==> src/rtl/divider_if.sv <==
//------------------------------------------------------------------------------
// Module  : divider_if
// Brief   : Operand, control and result bundle for the sequential divider.
// Revision: 1.0
//------------------------------------------------------------------------------
`default_nettype none

interface divider_if #(
  parameter int WIDTH = 32
);
  logic [WIDTH-1:0]   dataA;
  logic [WIDTH-1:0]   dataB;
  logic [5:0]         Signal;
  logic [2*WIDTH-1:0] dataOut;
  logic               busy;
  logic               done;
  logic               divZero;

  modport master (
    output dataA, dataB, Signal,
    input  dataOut, busy, done, divZero
  );

  modport slave (
    input  dataA, dataB, Signal,
    output dataOut, busy, done, divZero
  );
endinterface

`default_nettype wire

==> src/rtl/divider.sv <==
//------------------------------------------------------------------------------
// Module  : divider
// Brief   : Unsigned WIDTH/WIDTH restoring divider, one iteration per clock,
//           result packed as {remainder, quotient}.
// Revision: 1.0
//------------------------------------------------------------------------------
`default_nettype none

module divider #(
  parameter int         WIDTH = 32,
  parameter logic [5:0] DIVU  = 6'b011011,
  parameter logic [5:0] OUT   = 6'b111111
) (
  input  logic      clk,
  input  logic      reset,
  divider_if.slave  bus
);

  typedef enum logic [1:0] {
    IDLE = 2'd0,
    RUN  = 2'd1,
    DONE = 2'd2
  } state_t;

  localparam int            CW   = $clog2(WIDTH);
  localparam logic [CW-1:0] LAST = CW'(WIDTH - 1);

  state_t             state_q;
  logic [2*WIDTH-1:0] work_q;
  logic [2*WIDTH-1:0] work_d;
  logic [WIDTH-1:0]   divisor_q;
  logic [CW-1:0]      count_q;
  logic [2*WIDTH-1:0] dataout_q;
  logic               busy_q;
  logic               done_q;
  logic               divzero_q;

  logic [WIDTH:0]     part_w;
  logic [WIDTH:0]     diff_w;
  logic               fits_w;
  logic               start_w;
  logic               release_w;

  // The top half after the shift, including the bit shifted out, is compared
  // WIDTH+1 bits wide so a remainder with its MSB set never overflows.
  always_comb begin
    part_w = work_q[2*WIDTH-1:WIDTH-1];
    diff_w = part_w - {1'b0, divisor_q};
    fits_w = (part_w >= {1'b0, divisor_q});
    work_d = {work_q[2*WIDTH-2:0], 1'b0};
    if (fits_w) begin
      work_d[2*WIDTH-1:WIDTH] = diff_w[WIDTH-1:0];
      work_d[0]               = 1'b1;
    end
  end

  assign start_w   = (bus.Signal == DIVU);
  assign release_w = (bus.Signal == OUT) || (bus.Signal != DIVU);

  always_ff @(posedge clk or posedge reset) begin
    if (reset) begin
      state_q   <= IDLE;
      work_q    <= '0;
      divisor_q <= '0;
      count_q   <= '0;
      dataout_q <= '0;
      busy_q    <= 1'b0;
      done_q    <= 1'b0;
      divzero_q <= 1'b0;
    end else begin
      case (state_q)
        IDLE: begin
          if (start_w) begin
            divisor_q <= bus.dataB;
            work_q    <= {{WIDTH{1'b0}}, bus.dataA};
            count_q   <= '0;
            busy_q    <= 1'b1;
            state_q   <= RUN;
          end
        end
        RUN: begin
          work_q  <= work_d;
          count_q <= count_q + CW'(1);
          if (count_q == LAST) begin
            dataout_q <= work_d;
            divzero_q <= (divisor_q == '0);
            busy_q    <= 1'b0;
            done_q    <= 1'b1;
            state_q   <= DONE;
          end
        end
        DONE: begin
          // Holding DIVU here must not retrigger; a new start needs IDLE first.
          if (release_w) begin
            done_q  <= 1'b0;
            state_q <= IDLE;
          end
        end
        default: state_q <= IDLE;
      endcase
    end
  end

  assign bus.dataOut = dataout_q;
  assign bus.busy    = busy_q;
  assign bus.done    = done_q;
  assign bus.divZero = divzero_q;

endmodule

`default_nettype wire

==> src/flat_wrapper.sv <==
// flat-port wrapper written by rule: the top's interface ports become plain ports
module divider_flat 
#(
  parameter int         WIDTH = 32,
  parameter logic [5:0] DIVU  = 6'b011011,
  parameter logic [5:0] OUT   = 6'b111111
)
  (clk, reset, bus_dataA, bus_dataB, bus_Signal, bus_dataOut, bus_busy, bus_done, bus_divZero);
  divider_if #(.WIDTH(WIDTH)) bus_i ();
  input  logic clk;
  input  logic reset;
  input wire logic [$bits(bus_i.dataA)-1:0] bus_dataA;
  input wire logic [$bits(bus_i.dataB)-1:0] bus_dataB;
  input wire logic [$bits(bus_i.Signal)-1:0] bus_Signal;
  output wire logic [$bits(bus_i.dataOut)-1:0] bus_dataOut;
  output wire logic [$bits(bus_i.busy)-1:0] bus_busy;
  output wire logic [$bits(bus_i.done)-1:0] bus_done;
  output wire logic [$bits(bus_i.divZero)-1:0] bus_divZero;
  assign bus_i.dataA = bus_dataA;
  assign bus_i.dataB = bus_dataB;
  assign bus_i.Signal = bus_Signal;
  assign bus_dataOut = bus_i.dataOut;
  assign bus_busy = bus_i.busy;
  assign bus_done = bus_i.done;
  assign bus_divZero = bus_i.divZero;
  divider #(.WIDTH(WIDTH), .DIVU(DIVU), .OUT(OUT)) u_core (.clk(clk), .reset(reset), .bus(bus_i));
endmodule
==> config.mk <==
export PLATFORM = sky130hd
export DESIGN_NAME = divider_flat
export DESIGN_NICKNAME = d
export VERILOG_FILES = /design/src/rtl/divider_if.sv /design/src/rtl/divider.sv /design/src/flat_wrapper.sv
export SDC_FILE = /design/constraint.sdc
export NUM_CORES = 1
export LEC_CHECK = 0
export CORE_ASPECT_RATIO = 0.75
export CORE_UTILIZATION = 30
export DETAILED_ROUTE_END_ITERATION = 10
export PLACE_DENSITY = 0.52
export SLEW_MARGIN = 20
export SYNTH_ARGS = -nofsm -noshare
export SYNTH_HDL_FRONTEND = slang
export SYNTH_SLANG_ARGS = --single-unit
==> constraint.sdc <==
create_clock -name clk -period 10.1 [get_ports clk]
set_clock_uncertainty 0.1 [all_clocks]
set_input_delay 2.02 -clock clk [delete_from_list [all_inputs] [get_ports clk]]
set_output_delay 2.02 -clock clk [all_outputs]
set_load 0.02 [all_outputs]
* After elaboration in Yosys (flattened, before gate mapping)
Cells that the tools add are included.
** Operators by class
- Reductions and logical operators :: 11
- Add/subtract/negate cells :: 2
- $lt $le $gt $ge :: 1
- Eq/ne operators :: 9
- Mux-type cells :: 16
** Operators with widths (number)
- 64-bit case mux with 2 select lines :: 1
- 64-bit 2-to-1 mux :: 1
- 33-bit by 32-bit >= comparator with 1-bit output :: 1
- 32-bit zero test :: 1
- 32-bit 2-to-1 mux :: 1
- 32-bit subtractor :: 1
- 5-bit case mux with 2 select lines :: 1
- 3-bit AND reduction :: 3
- 6-bit by 5-bit == test with 1-bit output (second input constant) :: 1
- 6-bit == test (second input constant) :: 1
- 2-bit 2-to-1 mux :: 3
- 2-bit by 1-bit inequality test with 1-bit output (second input constant) :: 3
- 6-bit by 5-bit inequality test with 1-bit output (second input constant) :: 1
- 2-bit case mux with 3 select lines :: 1
- 2-bit AND reduction :: 3
- 5-bit by 1-bit adder with 5-bit output (second input constant) :: 1
- 5-bit == test (second input constant) :: 1
- 1-bit 2-to-1 mux :: 5
- 5-bit 2-to-1 mux :: 1
- 1-bit case mux with 2 select lines :: 2
- 2-bit nonzero test :: 2
- 2-bit by 1-bit == test with 1-bit output (second input constant) :: 1
- 2-bit == test (second input constant) :: 1
- 2-bit zero test :: 1
- 1-bit logical OR :: 1
** Storage, ports and cells
- Output and inout bits :: 67
- Word-level logic and storage cells :: 47
- Register bits after elaboration :: 170
- Bits of input ports :: 72

* Logic depth before layout (Yosys ltp)
- Depth in word-level cells :: 4
- Mapped depth :: 14
- Mapped depth without buffers :: 13

* Worst setup path before layout
OpenSTA, ideal clock, no wires.
- Kind :: input to register
- Start point :: input port bus_Signal[2]
- End point :: register u_core.work_q[60]
- Library setup time :: 121 ps
- Path buffers :: 3
- Arrival :: 3457 ps
- Stages :: 8
- Data required time :: 9879 ps
- Path slack :: 6422 ps
- Cell sequence :: nor4bb_1 -> and3_1 -> clkbuf_1 -> nand2_1 -> o21a_1 -> clkbuf_1 -> buf_1 -> a22o_1
** On the way
- Longest elaborated chain between the ends :: 3
** RTL lines
- from (decl) :: line flat_wrapper.sv:14 : input wire logic [$bits(bus_i.Signal)-1:0] bus_Signal;
- 6-bit by 5-bit == test with 1-bit output :: line divider.sv:57 : assign start_w = (bus.Signal == DIVU);
- 2-bit by 1-bit inequality test with 1-bit output (no source line)
- 2-bit AND reduction (no source line)
- to (signal assigned) :: line divider.sv:75 : work_q <= {{WIDTH{1'b0}}, bus.dataA};
- to (signal assigned) :: line divider.sv:82 : work_q <= work_d;
- to (decl) :: line divider.sv:29 : logic [2*WIDTH-1:0] work_q;
Every way passes these cells.
A chain may end at the register's enable or synchronous reset.

* Final worst setup path
- Start point :: input port bus_Signal[4]
- End point :: register u_core.work_q[51]
The elaborated chain is that of the path after synthesis.

==> out/summary.txt <==
Mapped Cells -> 935
Fin nets -> 1149
Clk slew on worst S/H paths -> 60 ps
Worst VDD drop -> 158 uV
Yosys warning count -> 0
RR Endpoint -> u_core.bus.dataOut[53]
EDFF count, synth -> 0
FFs w/ async S/R, synth -> 100%
Pre-CTS setup slack -> 5150 ps
Fill count -> 3045
WP data arrival -> 4660 ps
Routed wire per std cell -> 17.4 microns
Cell Area, Synth -> 9190 sq um
CP Cell Sequence -> clkdlybuf4s50_1, nor4bb_1, and3_1, buf_4, nand2_1, buf_4, o21a_2, a32oi_1, o31ai_1
#FFs+latches synth -> 170
CTS Hold Bufs -> 0
Pwr Density -> 274 nW/um^2
# rows -> 55
Die W -> 204 microns
Critical Path Start -> bus_Signal[4]
Share of the synthesized area in the top cell type -> 46.3%
Worst hold path type -> register to register
Fin. Hold Viols -> 0
Layout area overhead -> 26.1%
Fraction of layout cells with a size suffix above 1 -> 14.1%
Hpwl dp -> 17300 microns
H-tree depth -> 4
Levels on crit path -> 9
First-pass GRT wire length -> 40700 microns
Crit Path Category -> primary input to register
Root buf cell -> clkbuf_16
Post-Syn Nets -> 1045
Largest net degree at the start of global routing -> 104
Antenna diode count -> 0
Slowest library cell on the worst path -> o21a_2
Post-CTS sizing -> 0
WHS Path Cells -> 2
Count leader, synth -> dfrtp_1
Inserted Clock Buffers -> 17
Clock tree buffer depth -> 2
Worst Path Buf+Inv -> 3
Main area contributors after synthesis -> dfrtp_1, mux2_2, ha_1
Crit share post-route -> 44.3%
Top Ports -> 139
IO buf count -> 138
Initial DRC Count -> 444
Post-route ant nets -> 0
Critical Path End -> u_core.work_q[51]
Crit path time final -> 4470 ps
Worst path required time -> 10290 ps
R2R Setup Slk -> 6130 ps
Total number of vias -> 7405
Grt total ovfl -> 0
Total track usage -> 16.5%
Slew headroom -> 33.9%
RSZ-0062 raised after global routing -> no
Setup violators final -> 0
Clock Sinks -> 170
Seq/Total Area, Yosys -> 46.3%
Slowest Stage Delay on Critical Path -> 460 ps
CP top delay family -> buffers and inverters
Number of remaining DRC errors -> 0
Net Sw Power -> 1.31 mW
Max Cap Viol -> 0
Final core occ -> 38.4%
Pre-antenna DRT Iters -> 5
Crit path capture type -> register
Crit-path most repeated cell -> buf_4
Avg Cell Area, Syn -> 9.83 sq um
Slew Limit Fails -> 0
Cell count of the worst reg-to-reg path -> 11
Via/cell ratio -> 5.10
Initial antenna violation count -> 0
Fmax -> 224 MHz
Switching power share of the total -> 41.1%
Die Span Y -> 154 microns
Worst setup margin -> 5630 ps
Logic pwr share -> 47.2%
Flop pwr share -> 29.2%
Worst R2R Start -> u_core.divisor_q[1]
Core region area -> 30100 sq um
Post-synth top area cell -> dfrtp_1
Outcome -> finished clean
Worst Path Max Fanout -> 40
GP Congestion -> 0.804
Routed WL -> 25200 microns
Int Pwr -> 1.87 mW
CTS tree -> built
Critical path launch point type -> primary input
Vias in the first global route -> 7145
Top cells by count, synth -> dfrtp_1, nand2_1, mux2_2
Clock Power Share -> 23.6%
Setup TNS -> 0 ps
Actual slew at the worst max-slew pin -> 992 ps
Setup bufs post-CTS -> 0
Leak -> 4.96 nW
Synth Flop Type -> dfrtp_1
Initial Utilization -> 30.5%
Skew-Pair Late Insertion Delay -> 430 ps
Full die area -> 31300 sq um
Distinct cell type count after synthesis -> 53
[metal layers]
metal  up-vias  track usage (%)  share of wire, %  wire (microns)
met5         -                0                 0               0
met4         0             3.73              0.85             215
met3        13             3.22               4.2            1070
met2       151             22.4                41           10400
met1      3637             26.2                54           13600
li1       3604                -                 -               -
[logic make-up after synthesis]
kind of cell | share of synthesized area (%)
XOR/XNOR | 2.38
adder cells (fa/ha/maj) | 5.26
multiplexers | 12.7
buffers and inverters | 4.23
AO/OA/AOI/OAI | 19.7
flip-flops | 46.3
AND/OR/NAND/NOR | 9.40
[registers in the layout (all words and copies together) (netlist names)]
name,cells
u_core.state_q,2
u_core.count_q,5
u_core.bus.done,1
u_core.bus.busy,1
u_core.work_q,64
u_core.divisor_q,32
u_core.bus.dataOut,64
u_core.bus.divZero,1
[worst min-delay path, cell delays in order (launching register included)]
cell,delay [ps]
dfrtp_1,340
nand2_1,40
o21ai_0,50
[final cells by class]
cell class / instances / area [sq um] / area share [%]
inverters: 39 / 151 / 1.31
multi-input cells: 666 / 4580 / 39.5
clock inverters: 13 / 214 / 1.85
flip-flops and latches: 170 / 4250 / 36.7
repair buffers: 145 / 1430 / 12.4
well taps: 399 / 499 / 4.31
clock buffers: 19 / 453 / 3.91
[through the flow]
stage / std cells / power (mW) / area [sq um] / hold WS [ps]
finish: 1451 / 3.18 / 11600 / 375
global route: 1451 / 3.42 / 11600 / 413
CTS: 1451 / 3.20 / 11600 / 386
detailed placement: 1419 / 2.43 / 10900 / 371
global placement: 1419 / 2.41 / 10900 / 366
floorplan: 935 / 2.07 / 9190 / 359
[how the worst min path moves through the flow]
stage                           startpoint  slack [ps]                     end
detailed placement  u_core.bus.dataOut[38]         370  u_core.bus.dataOut[38]
global route        u_core.bus.dataOut[54]         410  u_core.bus.dataOut[54]
CTS                 u_core.bus.dataOut[57]         390  u_core.bus.dataOut[57]
floorplan                u_core.count_q[2]         360       u_core.count_q[2]
global placement    u_core.bus.dataOut[48]         370  u_core.bus.dataOut[48]
finish              u_core.bus.dataOut[38]         380  u_core.bus.dataOut[38]
[power groups by stage]
stage / clock network (mW) / registers, mW / logic (mW)
after floorplan: 0 / 0.899 / 1.17
after global placement: 0 / 0.935 / 1.48
after detailed placement: 0 / 0.937 / 1.49
after CTS: 0.771 / 0.926 / 1.50
after global routing: 0.799 / 0.949 / 1.67
final: 0.751 / 0.927 / 1.50
[cell usage in the layout, fill, tap and decap left out, types with 3 or more instances in the layout]
master           instances
dfrtp_1                170
nand3_1                 10
ha_1                    35
a31oi_1                  5
o21a_1                   4
a21o_1                  13
xor2_1                  16
clkdlybuf4s50_1        138
o21ai_0                 90
nand4b_1                 3
nand2_1                 95
o31a_1                   6
xnor2_1                  9
inv_1                   38
mux2i_1                 11
nand4_1                  7
nor4_1                  10
o22ai_1                 63
nor2_1                  41
a32oi_1                  5
bufinv_16                5
clkinvlp_4               4
a21oi_1                 86
o31ai_1                  8
nor3_1                   8
a22o_1                   3
buf_4                    7
and3_1                   7
mux2_2                  94
a211oi_1                 4
inv_6                    3
clkbuf_16               17
Note: power is estimated with default switching activity, not from simulation.
